File: src/rtl/vga_draw_arbiter.sv
// Fixed-priority arbiter that rasterises one latched rectangle at a time into
// a single-pixel-per-cycle plot port, clipping against the visible screen.
module vga_draw_arbiter #(
    parameter int SCREEN_W = 160,
    parameter int SCREEN_H = 120
) (
    input  logic        Clock,
    input  logic        reset,
    input  logic [2:0]  req,
    input  logic [23:0] rx,
    input  logic [20:0] ry,
    input  logic [23:0] rw,
    input  logic [20:0] rh,
    input  logic [8:0]  rcol,
    input  logic        abort,
    output logic [2:0]  grant,
    output logic [2:0]  done,
    output logic [7:0]  x,
    output logic [6:0]  y,
    output logic [2:0]  colour,
    output logic        writeEn,
    output logic        busy
);

    // Handshake: a requester holds req[i] until it sees grant[i] (a one-cycle
    // pulse in the first DRAW cycle); done[i] pulses once in the DONE cycle and
    // busy spans grant through done inclusive. Nothing is queued while busy.

    typedef enum logic [1:0] {
        IDLE = 2'd0,
        DRAW = 2'd1,
        DONE = 2'd2
    } state_t;

    localparam logic [8:0] SCR_W = 9'(SCREEN_W);
    localparam logic [7:0] SCR_H = 8'(SCREEN_H);

    state_t      state_q, state_d;
    logic [1:0]  win_q, win_d;
    logic [7:0]  x0_q, x0_d;
    logic [6:0]  y0_q, y0_d;
    logic [7:0]  w_q, w_d;
    logic [6:0]  h_q, h_d;
    logic [2:0]  col_q, col_d;
    logic [7:0]  cx_q, cx_d;
    logic [6:0]  cy_q, cy_d;
    logic        first_q, first_d;

    logic [1:0]  win_sel;
    logic [7:0]  sel_x, sel_w;
    logic [6:0]  sel_y, sel_h;
    logic [2:0]  sel_col;
    logic        empty_rect;
    logic        last_pixel;
    logic [8:0]  sum_x;
    logic [7:0]  sum_y;
    logic        on_screen;

    always_comb begin
        win_sel = 2'd2;
        if (req[0]) begin
            win_sel = 2'd0;
        end else if (req[1]) begin
            win_sel = 2'd1;
        end
    end

    always_comb begin
        sel_x   = rx[23:16];
        sel_y   = ry[20:14];
        sel_w   = rw[23:16];
        sel_h   = rh[20:14];
        sel_col = rcol[8:6];
        case (win_sel)
            2'd0: begin
                sel_x   = rx[7:0];
                sel_y   = ry[6:0];
                sel_w   = rw[7:0];
                sel_h   = rh[6:0];
                sel_col = rcol[2:0];
            end
            2'd1: begin
                sel_x   = rx[15:8];
                sel_y   = ry[13:7];
                sel_w   = rw[15:8];
                sel_h   = rh[13:7];
                sel_col = rcol[5:3];
            end
            default: ;
        endcase
    end

    assign empty_rect = (w_q == 8'd0) || (h_q == 7'd0);
    assign last_pixel = (cx_q == w_q - 8'd1) && (cy_q == h_q - 7'd1);

    always_comb begin
        state_d = state_q;
        win_d   = win_q;
        x0_d    = x0_q;
        y0_d    = y0_q;
        w_d     = w_q;
        h_d     = h_q;
        col_d   = col_q;
        cx_d    = cx_q;
        cy_d    = cy_q;
        first_d = 1'b0;
        case (state_q)
            IDLE: begin
                if (req != 3'b000) begin
                    state_d = DRAW;
                    win_d   = win_sel;
                    x0_d    = sel_x;
                    y0_d    = sel_y;
                    w_d     = sel_w;
                    h_d     = sel_h;
                    col_d   = sel_col;
                    cx_d    = 8'd0;
                    cy_d    = 7'd0;
                    first_d = 1'b1;
                end
            end
            DRAW: begin
                // A degenerate rectangle still spends its one grant cycle here.
                if (abort || empty_rect || last_pixel) begin
                    state_d = DONE;
                end else if (cx_q == w_q - 8'd1) begin
                    cx_d = 8'd0;
                    cy_d = cy_q + 7'd1;
                end else begin
                    cx_d = cx_q + 8'd1;
                end
            end
            DONE: begin
                state_d = IDLE;
            end
            default: begin
                state_d = IDLE;
            end
        endcase
    end

    always_ff @(posedge Clock or negedge reset) begin
        if (!reset) begin
            state_q <= IDLE;
            win_q   <= 2'd0;
            x0_q    <= 8'd0;
            y0_q    <= 7'd0;
            w_q     <= 8'd0;
            h_q     <= 7'd0;
            col_q   <= 3'd0;
            cx_q    <= 8'd0;
            cy_q    <= 7'd0;
            first_q <= 1'b0;
        end else begin
            state_q <= state_d;
            win_q   <= win_d;
            x0_q    <= x0_d;
            y0_q    <= y0_d;
            w_q     <= w_d;
            h_q     <= h_d;
            col_q   <= col_d;
            cx_q    <= cx_d;
            cy_q    <= cy_d;
            first_q <= first_d;
        end
    end

    // Sums are one bit wider so coordinates that wrap are still clipped.
    assign sum_x     = {1'b0, x0_q} + {1'b0, cx_q};
    assign sum_y     = {1'b0, y0_q} + {1'b0, cy_q};
    assign on_screen = (sum_x < SCR_W) && (sum_y < SCR_H);

    assign x       = sum_x[7:0];
    assign y       = sum_y[6:0];
    assign colour  = col_q;
    assign writeEn = (state_q == DRAW) && !empty_rect && on_screen && !abort;
    assign grant   = first_q ? (3'b001 << win_q) : 3'b000;
    assign done    = (state_q == DONE) ? (3'b001 << win_q) : 3'b000;
    assign busy    = (state_q != IDLE);

endmodule

File: config.mk
export PLATFORM = sky130hd
export DESIGN_NAME = vga_draw_arbiter
export DESIGN_NICKNAME = d
export VERILOG_FILES = /design/src/rtl/vga_draw_arbiter.sv
export SDC_FILE = /design/constraint.sdc
export NUM_CORES = 1
export LEC_CHECK = 0
export ABC_AREA = 1
export BUFFER_PORTS_ARGS = -buffer_cell sky130_fd_sc_hd__buf_2
export CAP_MARGIN = 10
export CORE_AREA = 2 2 106 77
export CTS_CLUSTER_SIZE = 14
export DETAILED_ROUTE_END_ITERATION = 6
export DIE_AREA = 0 0 108 79
export PLACE_DENSITY = 0.83
export REMOVE_ABC_BUFFERS = 1
export SLEW_MARGIN = 20
export SYNTH_ARGS = -nofsm -noshare
export SYNTH_HDL_FRONTEND = slang
export SYNTH_SLANG_ARGS = --single-unit
File: constraint.sdc
create_clock -name Clock -period 3.7 [get_ports Clock]
set_clock_uncertainty 0.15 [all_clocks]
set_input_delay 0.74 -clock Clock [delete_from_list [all_inputs] [get_ports Clock]]
set_output_delay 0.74 -clock Clock [all_outputs]
set_load 0.02 [all_outputs]
==> impl_results.md <==
- EDFF count, synth: 0
- Distinct cell type count after synthesis: 34
- Final slew viol count: 0
- Initial Utilization: 54.3%
- Htree depth: 2
- Met2 wire length: 5.21 mm
- Adder-cell share of the synthesized area: 7.33%
- DR top layer: met4
- Hpwl dp: 9.02 mm
- Total CTS buffers: 5
- Final setup TNS: 0 ps
- Fill count: 644
- Vias: 4433
- CORE AREA: 7600 um2
- Worst EP arrival: 2560 ps
- Die Span X: 108 um
- Pin count of the biggest net entering global routing: 40
- Clk Latency, worst-skew pair: 310 ps
- Share of cells above drive strength 1: 24.9%
- Yosys top cell area share: 32.1%
- Tmin final: approximately 3500 ps
- RR Startpoint: w_q[0]
- Clock root cell: clkbuf_8
- Reg-to-reg setup timing slack: about 1400 ps
- Synth Area in XOR/XNOR: 4.67%
- Tcrit/Tclk final: between 90 and 100%
- Multiplexer share of the synthesized area: 0%
- Post-synth top cells: 128 x nand2_1, 72 x nor2_1, 68 x nand3_1
- GPL Wtd Cong: 0.989
- Mapped Cells: 584
- Largest family of logic cells by synthesized area: simple AND/OR/NAND/NOR gates
- Post-CTS setup buffer count: 0
- Worst hold path type: input pin to async pin
- Status: finished clean
- Cell area after synthesis: ~4100 um2
- Cell with the most instances after synthesis: nand2_1
- Rows: 27
- Area growth syn-to-layout: 19.8%
- Worst-margin pin slew: ~680 ps
- Pwr Total: 3.49 mW
- TritonCTS clock tree: built
- Met1 WL: 5.32 mm
- RSZ-0062 raised after global routing: false
- Post-CTS sizing: 0
- Finish-stage setup viols: 0
- Synth Area per Inst: 7.07 um2
- GRT Total Usage: 28.4%
- Antenna diode count: 0
- Yosys top cell by area: dfrtp_1
- Die area: 8530 um2
- DR WL/cell: 14.5 um
- Reg clk slew, reported paths: around 90 ps
- First-pass GRT wire length: about 19 mm
- Die H: 79 um
- Synth Area in Compound Gates: 13.5%
- Simple-gate share of the synthesized area: 33.7%
- Fraction of registers with async set or reset after synthesis: between 90% and 100%
- Critical path type: flip-flop to output port
- First DRT Iteration DRCs: 397
- Vias in the first global route: 4038
- Fmax: 290 MHz
- MaxCap Viol Count: 0
- Remaining DRCs: 0
- Synth warn: 0
- Worst Setup End Kind: output port
- GRT overflow: 0
- Hold Vio Cnt, Final: 0
- P_leak: 2.66 nW
- Antenna violations before repair: 0
- Port Buf Inserts: 130
- CTS hold repair buffers: 0
- Ys flop type: dfrtp_1
- Power per cell area: between 700 and 800 nW/um2
- Required time worst endpoint: between 2000 and 3000 ps
- Reg2Reg Depth: 14
- CTS sink cnt: 53
- Detailed-router iteration count before antenna repair: 5
- Detail Route met3 WL: approximately 1000 um
- Worst ir drop on vdd: 0.422 mV
- Number of vias per cell: 5.51
- Nets: between 800 and 900
- ANT nets after route: 0
- Slew HR: between 50% and 60%
- Nature of the critical path startpoint: flip-flop
- Worst r2r dst: cy_q[4]
- Number of synthesized register bits: 53
- Ports: 131
- Final WL: 11.6 mm
- Top cells by area, synth: dfrtp_1 32%, nand2_1 12%, nand3_1 8.2%
- Seq/Total Area, Yosys: 32.1%
- Crit Path Max Fanout: 7
- CTS Buffer Depth: 2
-- sequential cells by signal, summed over array words and instances (netlist names) --
register  flops
first_q       1
cx_q          8
x0_q          8
y0_q          7
h_q           7
colour        3
win_q         2
w_q           8
cy_q          7
state_q       2
-- cell families (layout without fill, tap and decap cells) --
kind of cell	count (synthesis)	count (layout)
xor+xnor	22	22
flops	53	53
compound gates	84	84
fa+ha+maj	23	23
simple gates	308	308
buf+inv	94	214
-- power by group --
part | switching, mW | internal, mW | total (mW)
sequential | 0.253 | 0.808 | 1.06
combinational | 1.38 | 0.731 | 2.11
clock | 0.194 | 0.125 | 0.319
total | 1.82 | 1.66 | 3.49
-- worst max-delay path by stage --
stage              end  cells past startpoint    start  slack, ps
2_1_floorplan  cy_q[4]                      7   req[0]        590
3_3_place_gp   writeEn                     15  cy_q[0]        730
3_5_place_dp   writeEn                     15  cy_q[0]        580
4_1_cts        writeEn                     15  cy_q[0]        230
5_1_grt        writeEn                     15  cy_q[0]         70
6_report       writeEn                     15  cy_q[0]        250
-- critical path: stages (launching register included) --
cell and delay, ps:
dfrtp_2 440, ha_1 190, inv_1 50, fa_1 400, inv_1 70, nand3_1 80, nand2_1 90, nand2_1 70
a21oi_1 180, nor2_1 60, nand2_1 60, nand2_1 90, nand3_1 100, nand2_1 60, nor2_1 120, buf_2 180
-- cells in the final DEF, fill, tap and decap left out, drive strengths merged, types with 3 or more instances in the layout --
| cell | instances |
|---|---|
| a221oi | 3 |
| ha | 21 |
| nand2 | 137 |
| a41oi | 3 |
| a31oi | 29 |
| nor2 | 83 |
| nand4 | 4 |
| o21ai | 9 |
| inv | 70 |
| xnor2 | 7 |
| buf | 137 |
| xor2 | 15 |
| nor3 | 13 |
| clkbuf | 5 |
| nand3 | 70 |
| a22oi | 27 |
| dfrtp | 53 |
| a21oi | 9 |
-- metrics by stage --
stage               hold slack, ps  cells  setup slack (ps)  utilization [%]  cell area [um2]
finish                         293    805               248             65.1             4950
floorplan                      294    561               591                -             4040
global route                   353    805              67.0             65.1             4950
detailed placement             374    799               579             64.1             4870
global placement               370    799               731             64.1             4870
CTS                            330    805               233             65.1             4950
-- final cells by class --
class,instances,area [um2],area share [%]
clock buffers,5,68.8,1.39
clock inverters,1,5.00,0.101
inverters,71,267,5.39
multi-input cells,437,2450,49.5
flip-flops and latches,53,1330,26.8
well taps,101,126,2.55
repair buffers,137,703,14.2
-- layer usage --
| metal | vias up | GRT usage, % |
|---|---|---|
| met5 | - | 0 |
| met3 | 16 | 4.52 |
| met4 | 0 | 4.23 |
| met2 | 202 | 46.4 |
| li1 | 2182 | - |
| met1 | 2033 | 40.8 |
Note: power is estimated with default switching activity, not from simulation.
